==> config.mk <==
export PLATFORM = sky130hd
export DESIGN_NAME = hazard_ctrl
export DESIGN_NICKNAME = d
export VERILOG_FILES = /design/src/rtl/hazard_ctrl_pkg.sv /design/src/rtl/hazard_ctrl_sat_counter.sv /design/src/rtl/hazard_ctrl.sv
export SDC_FILE = /design/constraint.sdc
export NUM_CORES = 1
export LEC_CHECK = 0
export CAP_MARGIN = 10
export CORE_MARGIN = 5
export CORE_UTILIZATION = 40
export DETAILED_ROUTE_END_ITERATION = 7
export DONT_BUFFER_PORTS = 1
export SETUP_SLACK_MARGIN = 0.02
export SYNTH_ARGS = -nofsm -noshare
export SYNTH_HDL_FRONTEND = slang
export SYNTH_HIERARCHICAL = 1
export SYNTH_SLANG_ARGS = --single-unit
==> constraint.sdc <==
create_clock -name clk_i -period 5.6 [get_ports clk_i]
set_input_delay 1.12 -clock clk_i [delete_from_list [all_inputs] [get_ports clk_i]]
set_output_delay 1.12 -clock clk_i [all_outputs]
set_load 0.01 [all_outputs]
==> src/rtl/hazard_ctrl_pkg.sv <==
// Shared types and helpers for the pipeline hazard controller.
//   state_e   : controller FSM encoding (IDLE=0, RUN=1, MEMWAIT=2; 3 unused)
//   REG_ZERO  : architectural zero register index, never a real hazard source
//   load_use(): load-use hazard between the load in EX and the instruction in ID
package hazard_ctrl_pkg;

  typedef enum logic [1:0] {
    ST_IDLE    = 2'd0,
    ST_RUN     = 2'd1,
    ST_MEMWAIT = 2'd2
  } state_e;

  localparam logic [4:0] REG_ZERO = 5'd0;

  // x0 is hardwired to zero, so a load targeting it never creates a dependency.
  function automatic logic load_use(input logic       memread,
                                    input logic [4:0] rd,
                                    input logic [4:0] rs1,
                                    input logic [4:0] rs2);
    return memread && (rd != REG_ZERO) && ((rd == rs1) || (rd == rs2));
  endfunction

endpackage

==> src/rtl/hazard_ctrl_sat_counter.sv <==
// Saturating up-counter.
//   clk_i : clock
//   rst_i : synchronous active-high clear
//   inc_i : increment request, ignored once the counter is all-ones
//   cnt_o : current count
module sat_counter #(
  parameter int unsigned W = 16
) (
  input  logic         clk_i,
  input  logic         rst_i,
  input  logic         inc_i,
  output logic [W-1:0] cnt_o
);

  logic [W-1:0] cnt_q;

  always_ff @(posedge clk_i) begin
    if (rst_i) begin
      cnt_q <= '0;
    end else if (inc_i && (cnt_q != '1)) begin
      cnt_q <= cnt_q + W'(1);
    end
  end

  assign cnt_o = cnt_q;

endmodule

==> src/rtl/hazard_ctrl.sv <==
// Central pipeline controller for the 5-stage CPU.
// Each cycle decides whether PC and pipeline registers advance, hold or flush
// for load-use hazards, taken branches resolved in ID and data-cache misses.
//   clk_i, rst_i           : clock, synchronous active-high reset
//   start_i                : leave IDLE (sampled only in IDLE)
//   idex_memread_i/rd_i    : load in EX and its destination
//   ifid_rs1_i/rs2_i       : sources of the instruction in ID
//   branch_taken_i         : branch in ID resolved taken
//   dmem_stall_i           : data cache busy with a miss
//   pc_write_o, ifid_stall_o, ifid_flush_o, idex_flush_o, mem_stall_o
//                          : pipeline register / PC controls (combinational)
//   state_o                : FSM state encoding
//   cnt_loaduse_o, cnt_flush_o, cnt_memstall_o : saturating perf counters
//   err_o                  : sticky miss-stall watchdog error
module hazard_ctrl
  import hazard_ctrl_pkg::*;
#(
  parameter int unsigned CNT_W   = 16,
  parameter int unsigned TIMEOUT = 255
) (
  input  logic             clk_i,
  input  logic             rst_i,
  input  logic             start_i,
  input  logic             idex_memread_i,
  input  logic [4:0]       idex_rd_i,
  input  logic [4:0]       ifid_rs1_i,
  input  logic [4:0]       ifid_rs2_i,
  input  logic             branch_taken_i,
  input  logic             dmem_stall_i,
  output logic             pc_write_o,
  output logic             ifid_stall_o,
  output logic             ifid_flush_o,
  output logic             idex_flush_o,
  output logic             mem_stall_o,
  output logic [1:0]       state_o,
  output logic [CNT_W-1:0] cnt_loaduse_o,
  output logic [CNT_W-1:0] cnt_flush_o,
  output logic [CNT_W-1:0] cnt_memstall_o,
  output logic             err_o
);

  // Wait counter only needs to reach TIMEOUT; it saturates above that.
  localparam int unsigned     WD_W    = (TIMEOUT < 2) ? 1 : $clog2(TIMEOUT + 1);
  localparam logic [WD_W-1:0] WD_LAST = WD_W'(TIMEOUT - 1);

  state_e          state_q, state_d;
  logic            lu;
  logic            active;
  logic            inc_lu, inc_fl, inc_ms;
  logic            wd_clr;
  logic [WD_W-1:0] wait_cnt;
  logic            err_q;

  assign lu = load_use(idex_memread_i, idex_rd_i, ifid_rs1_i, ifid_rs2_i);

  always_ff @(posedge clk_i) begin
    if (rst_i) begin
      state_q <= ST_IDLE;
    end else begin
      state_q <= state_d;
    end
  end

  // RUN and MEMWAIT share one rule set; MEMWAIT only records that the
  // previous cycle was frozen, so leaving it costs no extra bubble.
  always_comb begin
    state_d      = state_q;
    pc_write_o   = 1'b0;
    ifid_stall_o = 1'b0;
    ifid_flush_o = 1'b0;
    idex_flush_o = 1'b0;
    mem_stall_o  = 1'b0;
    active       = 1'b0;
    case (state_q)
      ST_IDLE: begin
        ifid_flush_o = 1'b1;
        idex_flush_o = 1'b1;
        if (start_i) state_d = ST_RUN;
      end
      ST_RUN, ST_MEMWAIT: begin
        active  = 1'b1;
        state_d = dmem_stall_i ? ST_MEMWAIT : ST_RUN;
        if (dmem_stall_i) begin
          mem_stall_o = 1'b1;
        end else if (lu) begin
          ifid_stall_o = 1'b1;
          idex_flush_o = 1'b1;
        end else if (branch_taken_i) begin
          ifid_flush_o = 1'b1;
          pc_write_o   = 1'b1;
        end else begin
          pc_write_o = 1'b1;
        end
      end
      default: begin
        ifid_flush_o = 1'b1;
        idex_flush_o = 1'b1;
        state_d      = ST_IDLE;
      end
    endcase
  end

  assign inc_lu = active && !dmem_stall_i && lu;
  assign inc_fl = active && !dmem_stall_i && !lu && branch_taken_i;
  assign inc_ms = active && dmem_stall_i;

  sat_counter #(.W(CNT_W)) u_cnt_loaduse (
    .clk_i (clk_i), .rst_i (rst_i), .inc_i (inc_lu), .cnt_o (cnt_loaduse_o)
  );

  sat_counter #(.W(CNT_W)) u_cnt_flush (
    .clk_i (clk_i), .rst_i (rst_i), .inc_i (inc_fl), .cnt_o (cnt_flush_o)
  );

  sat_counter #(.W(CNT_W)) u_cnt_memstall (
    .clk_i (clk_i), .rst_i (rst_i), .inc_i (inc_ms), .cnt_o (cnt_memstall_o)
  );

  // Any cycle without a miss breaks the run of consecutive stall cycles.
  assign wd_clr = rst_i || !dmem_stall_i;

  sat_counter #(.W(WD_W)) u_wait_cnt (
    .clk_i (clk_i), .rst_i (wd_clr), .inc_i (inc_ms), .cnt_o (wait_cnt)
  );

  // Set on the edge where the wait count steps onto TIMEOUT.
  always_ff @(posedge clk_i) begin
    if (rst_i) begin
      err_q <= 1'b0;
    end else if (inc_ms && (wait_cnt >= WD_LAST)) begin
      err_q <= 1'b1;
    end
  end

  assign err_o   = err_q;
  assign state_o = state_q;

endmodule

; ---- After elaboration in Yosys (flattened, before gate mapping)
; Index checks and enable logic that the tools add are counted.
; Widths: inputs -> output; s select.
[word_totals]
out_inout_bits = 56
word_cells = 56
register_bits = 59
input_bits = 21
[classes]
magnitude_cmp = 1
muxes = 17
n_eq_ne = 9
n_addsub = 4
reduce_logical = 19
[ops]
columns = operator, n
row1 = $add 16x1->16 const B, 3
row2 = $ne 16x16->1 const B, 3
row3 = $mux 1, 14
row4 = $logic_and 1x1->1, 12
row5 = $eq 5x5->1, 2
row6 = $add 8x1->8 const B, 1
row7 = $ge 8x8->1 const B, 1
row8 = $ne 8x8->1 const B, 1
row9 = $reduce_bool 5->1, 1
row10 = $mux 2, 2
row11 = $pmux 2 s2, 1
row12 = $eq 2x1->1 const B, 1
row13 = $eq 2x2->1 const B, 1
row14 = $logic_not 1->1, 2
row15 = $logic_not 2->1, 1
row16 = $logic_or 1x1->1, 2
row17 = $ne 2x2->1 const B, 1
row18 = $reduce_or 2->1, 1

; ---- Longest topological paths before layout
[logic_depth]
word_depth = 7
depth_mapped = 8
mapped_depth_nobuf = 8

; ---- By module
; Netlist, hierarchy kept.
[by_module_without_submodules]
columns = module, area_each_um2, cells_per_inst, seq_area_each_um2, n_inst
row1 = sat_counter at u_cnt_flush ..., 848.3, 99, 320.3, 3
row2 = sat_counter at u_wait_cnt, 430.4, 46, 160.2, 1
row3 = hazard_ctrl, 372.9, 50, 60.1, 1

; ---- Least setup slack after synthesis
; No wires, ideal clock.
[synth_path]
path_type = in2out
start = input idex_rd_i[1]
end = output pc_write_o
t_arrival_ns = 2.082
stages = 3
path_buffers = 0
t_required_ns = 4.480
path_slack_ns = 2.398
path_cell_list = or4_1 -> o21a_1 -> a21oi_1
[synth_via]
elab_chain_cells = 6
elab_cells_between_ends = 9
classes_between = eq/ne (2) / mux (3) / reduce/logical (4)
[synth_lines]
columns = element, line_no
row1 = start: declaration, hazard_ctrl.sv:25  ; input logic [4:0] idex_rd_i,
row2 = $eq 5x5->1 / $reduce_bool 5->1 (equally long branches), hazard_ctrl_pkg.sv:20  ; return memread && (rd != REG_ZERO) && ((rd == rs1) || (rd == rs2));
row3 = $logic_or 1x1->1 / $logic_and 1x1->1 (equally long branches), hazard_ctrl_pkg.sv:20
row4 = $logic_and 1x1->1 *, hazard_ctrl_pkg.sv:20
row5 = $mux 1 *, hazard_ctrl.sv:85  ; end else if (lu) begin
row6 = $mux 1 *, hazard_ctrl.sv:83  ; if (dmem_stall_i) begin
row7 = $mux 1 *, hazard_ctrl.sv:74  ; case (state_q)
row8 = end: declaration, hazard_ctrl.sv:30  ; output logic pc_write_o,
; Mark *: on every way between the ends. The rest lies on a longest branch, timed or not.

; ---- Worst setup path after layout
; Ends and elaborated chain as after synthesis.

==> impl_metrics.env <==
export IMPL_crit_chain="or4_1 -> o21a_1 -> a21oi_1"
export IMPL_num_rows=33
export IMPL_synthesis_nets=420
export IMPL_cts_root_buffer="clkbuf_8"
export IMPL_vdd_drop_max_v=0.000107
export IMPL_cts_sinks=59
export IMPL_final_setup_viol_count=0
export IMPL_start_util_pct=41.0
export IMPL_synthCells=393
export IMPL_outcome="finished, final reports clean"
export IMPL_min_path_cells=2
export IMPL_ys_ff_latch=59
export IMPL_cts_buffers=9
export IMPL_drt_first_iter_violations=99
export IMPL_grt_pass1_wl_um=13200
export IMPL_cts_tree="done"
export IMPL_post_dp_hpwl_um=5660
export IMPL_layout_nets=418
export IMPL_clock_latency_ns=0.34
export IMPL_vias=3004
export IMPL_min_period_over_period_pct=58.4
export IMPL_clock_skew_ns=0.0117
export IMPL_rrSetupSlack_ns=2.64
export IMPL_totalWireLength_um=8000
export IMPL_grt_pass1_vias=2767
export IMPL_holdCritPathClass="flop to flop"
export IMPL_crit_reg2reg_launch="state_o[1]"
export IMPL_async_flop_share_pct=0
export IMPL_multi_input_comb_area_sq_um=2050
export IMPL_ant_nets=0
export IMPL_required_ns=4.48
export IMPL_period_needed_ns=3.27
export IMPL_max_stage_delay_ns=0.51
export IMPL_drt_pass1_iter_count=4
export IMPL_numPortBuffers=0
export IMPL_wl_met2_um=3580
export IMPL_top_level_ports=77
export IMPL_drive_gt1_share_pct=8.59
export IMPL_cp_max_fo=4
export IMPL_endpoint_kind="primary output"
export IMPL_areaGrowthSynthToFinish_pct=8.15
export IMPL_yosys_warnings=6
export IMPL_slew_headroom_pct=42.6
export IMPL_drv_slew=0
export IMPL_netlist_area_sq_um=3350
export IMPL_p_leak_uw=0.00112
export IMPL_dieWidth_um=101
export IMPL_yosysTopAreaCellShare_pct=35.3
export IMPL_met1_length_um=3650
export IMPL_yosys_top_cells_area="dfxtp_1 (35%), a21oi_1 (5.7%), or4_1 (4.9%), o31ai_1 (4.3%), xnor2_1 (4.2%)"
export IMPL_cts_htree_levels=3
export IMPL_rsz0062_at_grt="no"
export IMPL_critPathKind="input pin to primary output"
export IMPL_synth_distinct_cells=49
export IMPL_final_common_cell="dfxtp_1"
export IMPL_reg2regPathDepth=7
export IMPL_hold_slack_ns=0.518
export IMPL_p_per_area_nw_per_um2=240
export IMPL_ys_flop_type="dfxtp_1"
export IMPL_die_area_sq_um=10300
export IMPL_gr_total_overflow=0
export IMPL_maxCapViolCount=0
export IMPL_timing_fmax_mhz=306
export IMPL_worstPathArrival_ns=2.15
export IMPL_holdPathEnd="u_wait_cnt/cnt_o[1]"
export IMPL_yosysSeqAreaShare_pct=35.3
export IMPL_remaining_drc_errors=0
export IMPL_tightest_slew_ns=0.850
export IMPL_highest_layer="met4"
export IMPL_dr_wl_met3_um=702
export IMPL_via_per_inst=6.00
export IMPL_fin_tns_setup_ns=0
export IMPL_nFillCells=820
export IMPL_timing_rr_end="u_cnt_loaduse/cnt_o[11]"
export IMPL_register_area_sq_um=1180
export IMPL_cp_buffers_inverters=0
export IMPL_cts_resized=0
export IMPL_diodes=0
export IMPL_hold_path_startpoint="u_wait_cnt/cnt_o[1]"
export IMPL_antenna_found_initial=0
export IMPL_cpMaxStageDelayCell="or4_1"
export IMPL_coreArea_sq_um=8180
export IMPL_post_route_util_pct=44.3
export IMPL_cp_depth=3
export IMPL_clock_path_buffers=2
export IMPL_postSynthAreaPerCell_sq_um=8.52
export IMPL_grt_use_total_pct=15.9
export IMPL_die_y_um=101
export IMPL_cp_start_kind="input pin"
export IMPL_mostFrequentLayoutCells="dfxtp_1 (59), a21oi_1 (38), nand2_1 (26), nor2_1 (23)"
export IMPL_post_cts_setup_buffer_count=0
export IMPL_synth_edf_count=0
export IMPL_final_hold_violation_count=0
export IMPL_grt_max_degree=56
export IMPL_critPathTopFamily="compound AO/OA/AOI/OAI gates"
export IMPL_yosysTopAreaCell="dfxtp_1"
export IMPL_gp_congestion=0.841
export IMPL_drt_wirelength_per_cell_um=16.0
export IMPL_clk_pin_slew_ns=0.07
export IMPL_ctsHoldBuffers=0
## power by group
| part | internal, uW | switching, uW |
|---|---|---|
| combinational | 18.0 | 24.2 |
| sequential | 422 | 6.20 |
| clock | 207 | 190 |
## worst max-delay path by stage
stage            startpoint                 endpoint  slack (ns)
2_1_floorplan  idex_rd_i[1]               pc_write_o        2.40
3_3_place_gp   idex_rd_i[1]    u_cnt_flush/cnt_o[11]        2.19
3_5_place_dp   idex_rd_i[3]  u_cnt_loaduse/cnt_o[11]        2.08
4_1_cts        idex_rd_i[1]               pc_write_o        2.32
5_1_grt        idex_rd_i[3]  u_cnt_loaduse/cnt_o[11]        2.18
6_report       idex_rd_i[1]               pc_write_o        2.33
## kinds of logic (layout without fill, tap and decap cells)
| family | count (synthesis) | in the layout | synth area share (%) |
|---|---|---|---|
| flip-flops | 59 | 59 | 35.3 |
| adder cells (fa/ha/maj) | 6 | 6 | 2.24 |
| AND/OR/NAND/NOR | 181 | 181 | 33.8 |
| XOR/XNOR | 16 | 16 | 4.19 |
| buffers and inverters | 27 | 30 | 3.36 |
| AO/OA/AOI/OAI | 95 | 95 | 18.2 |
| multiplexers | 9 | 9 | 2.95 |
## metrics by stage
stage / std cells / total power [uW] / setup slack [ns] / instance area (sq um)
4_1_cts: 501 / 881 / 2.32 / 3620
5_1_grt: 501 / 906 / 2.18 / 3620
3_3_place_gp: 485 / 480 / 2.19 / 3420
3_5_place_dp: 485 / 481 / 2.08 / 3420
6_report: 501 / 868 / 2.33 / 3620
2_1_floorplan: 393 / 477 / 2.40 / 3350
## worst reg2reg max path, delay by kind of cell (launching register included)
family | cells | cell delay, ns
and+or+nand+nor | 4 | 1.58
buffers and inverters | 1 | 0.08
adders and majority gates | 1 | 0.35
DFF | 1 | 0.48
muxes | 1 | 0.37
## registers in the layout (all words and copies together), names as in the netlist
register / cells
u_cnt_loaduse/cnt_o: 16
state_o: 2
u_cnt_flush/cnt_o: 16
err_o: 1
u_wait_cnt/cnt_o: 8
u_cnt_memstall/cnt_o: 16
## layer usage
metal | vias to the layer above | global-route usage, %
met1 | 1407 | 20.4
li1 | 1507 | -
met3 | 4 | 5.72
met5 | - | 0
met4 | 0 | 5.52
met2 | 86 | 24.7
## Yosys cell counts (4+ instances only)
library cell / number
a21oi_1: 38
and3_1: 4
and4_1: 12
clkbuf_1: 6
dfxtp_1: 59
ha_1: 6
inv_1: 14
mux2i_1: 5
nand2_1: 26
nand2b_1: 4
nand3_1: 22
nand4_1: 11
nor2_1: 23
nor2b_1: 6
nor3_1: 17
nor4_1: 6
o21a_1: 5
o21ai_0: 13
o31ai_1: 19
or3_1: 9
or4_1: 22
xnor2_1: 16
## final cells by class
| cell class | count | area share [%] |
|---|---|---|
| clock buffer | 9 | 3.42 |
| multi-input combinational | 307 | 56.7 |
| inverter | 14 | 1.45 |
| tap | 105 | 3.63 |
| clock inverter | 7 | 2.14 |
| sequential | 59 | 32.6 |
No activity file was read; power rests on OpenSTA's default activity.
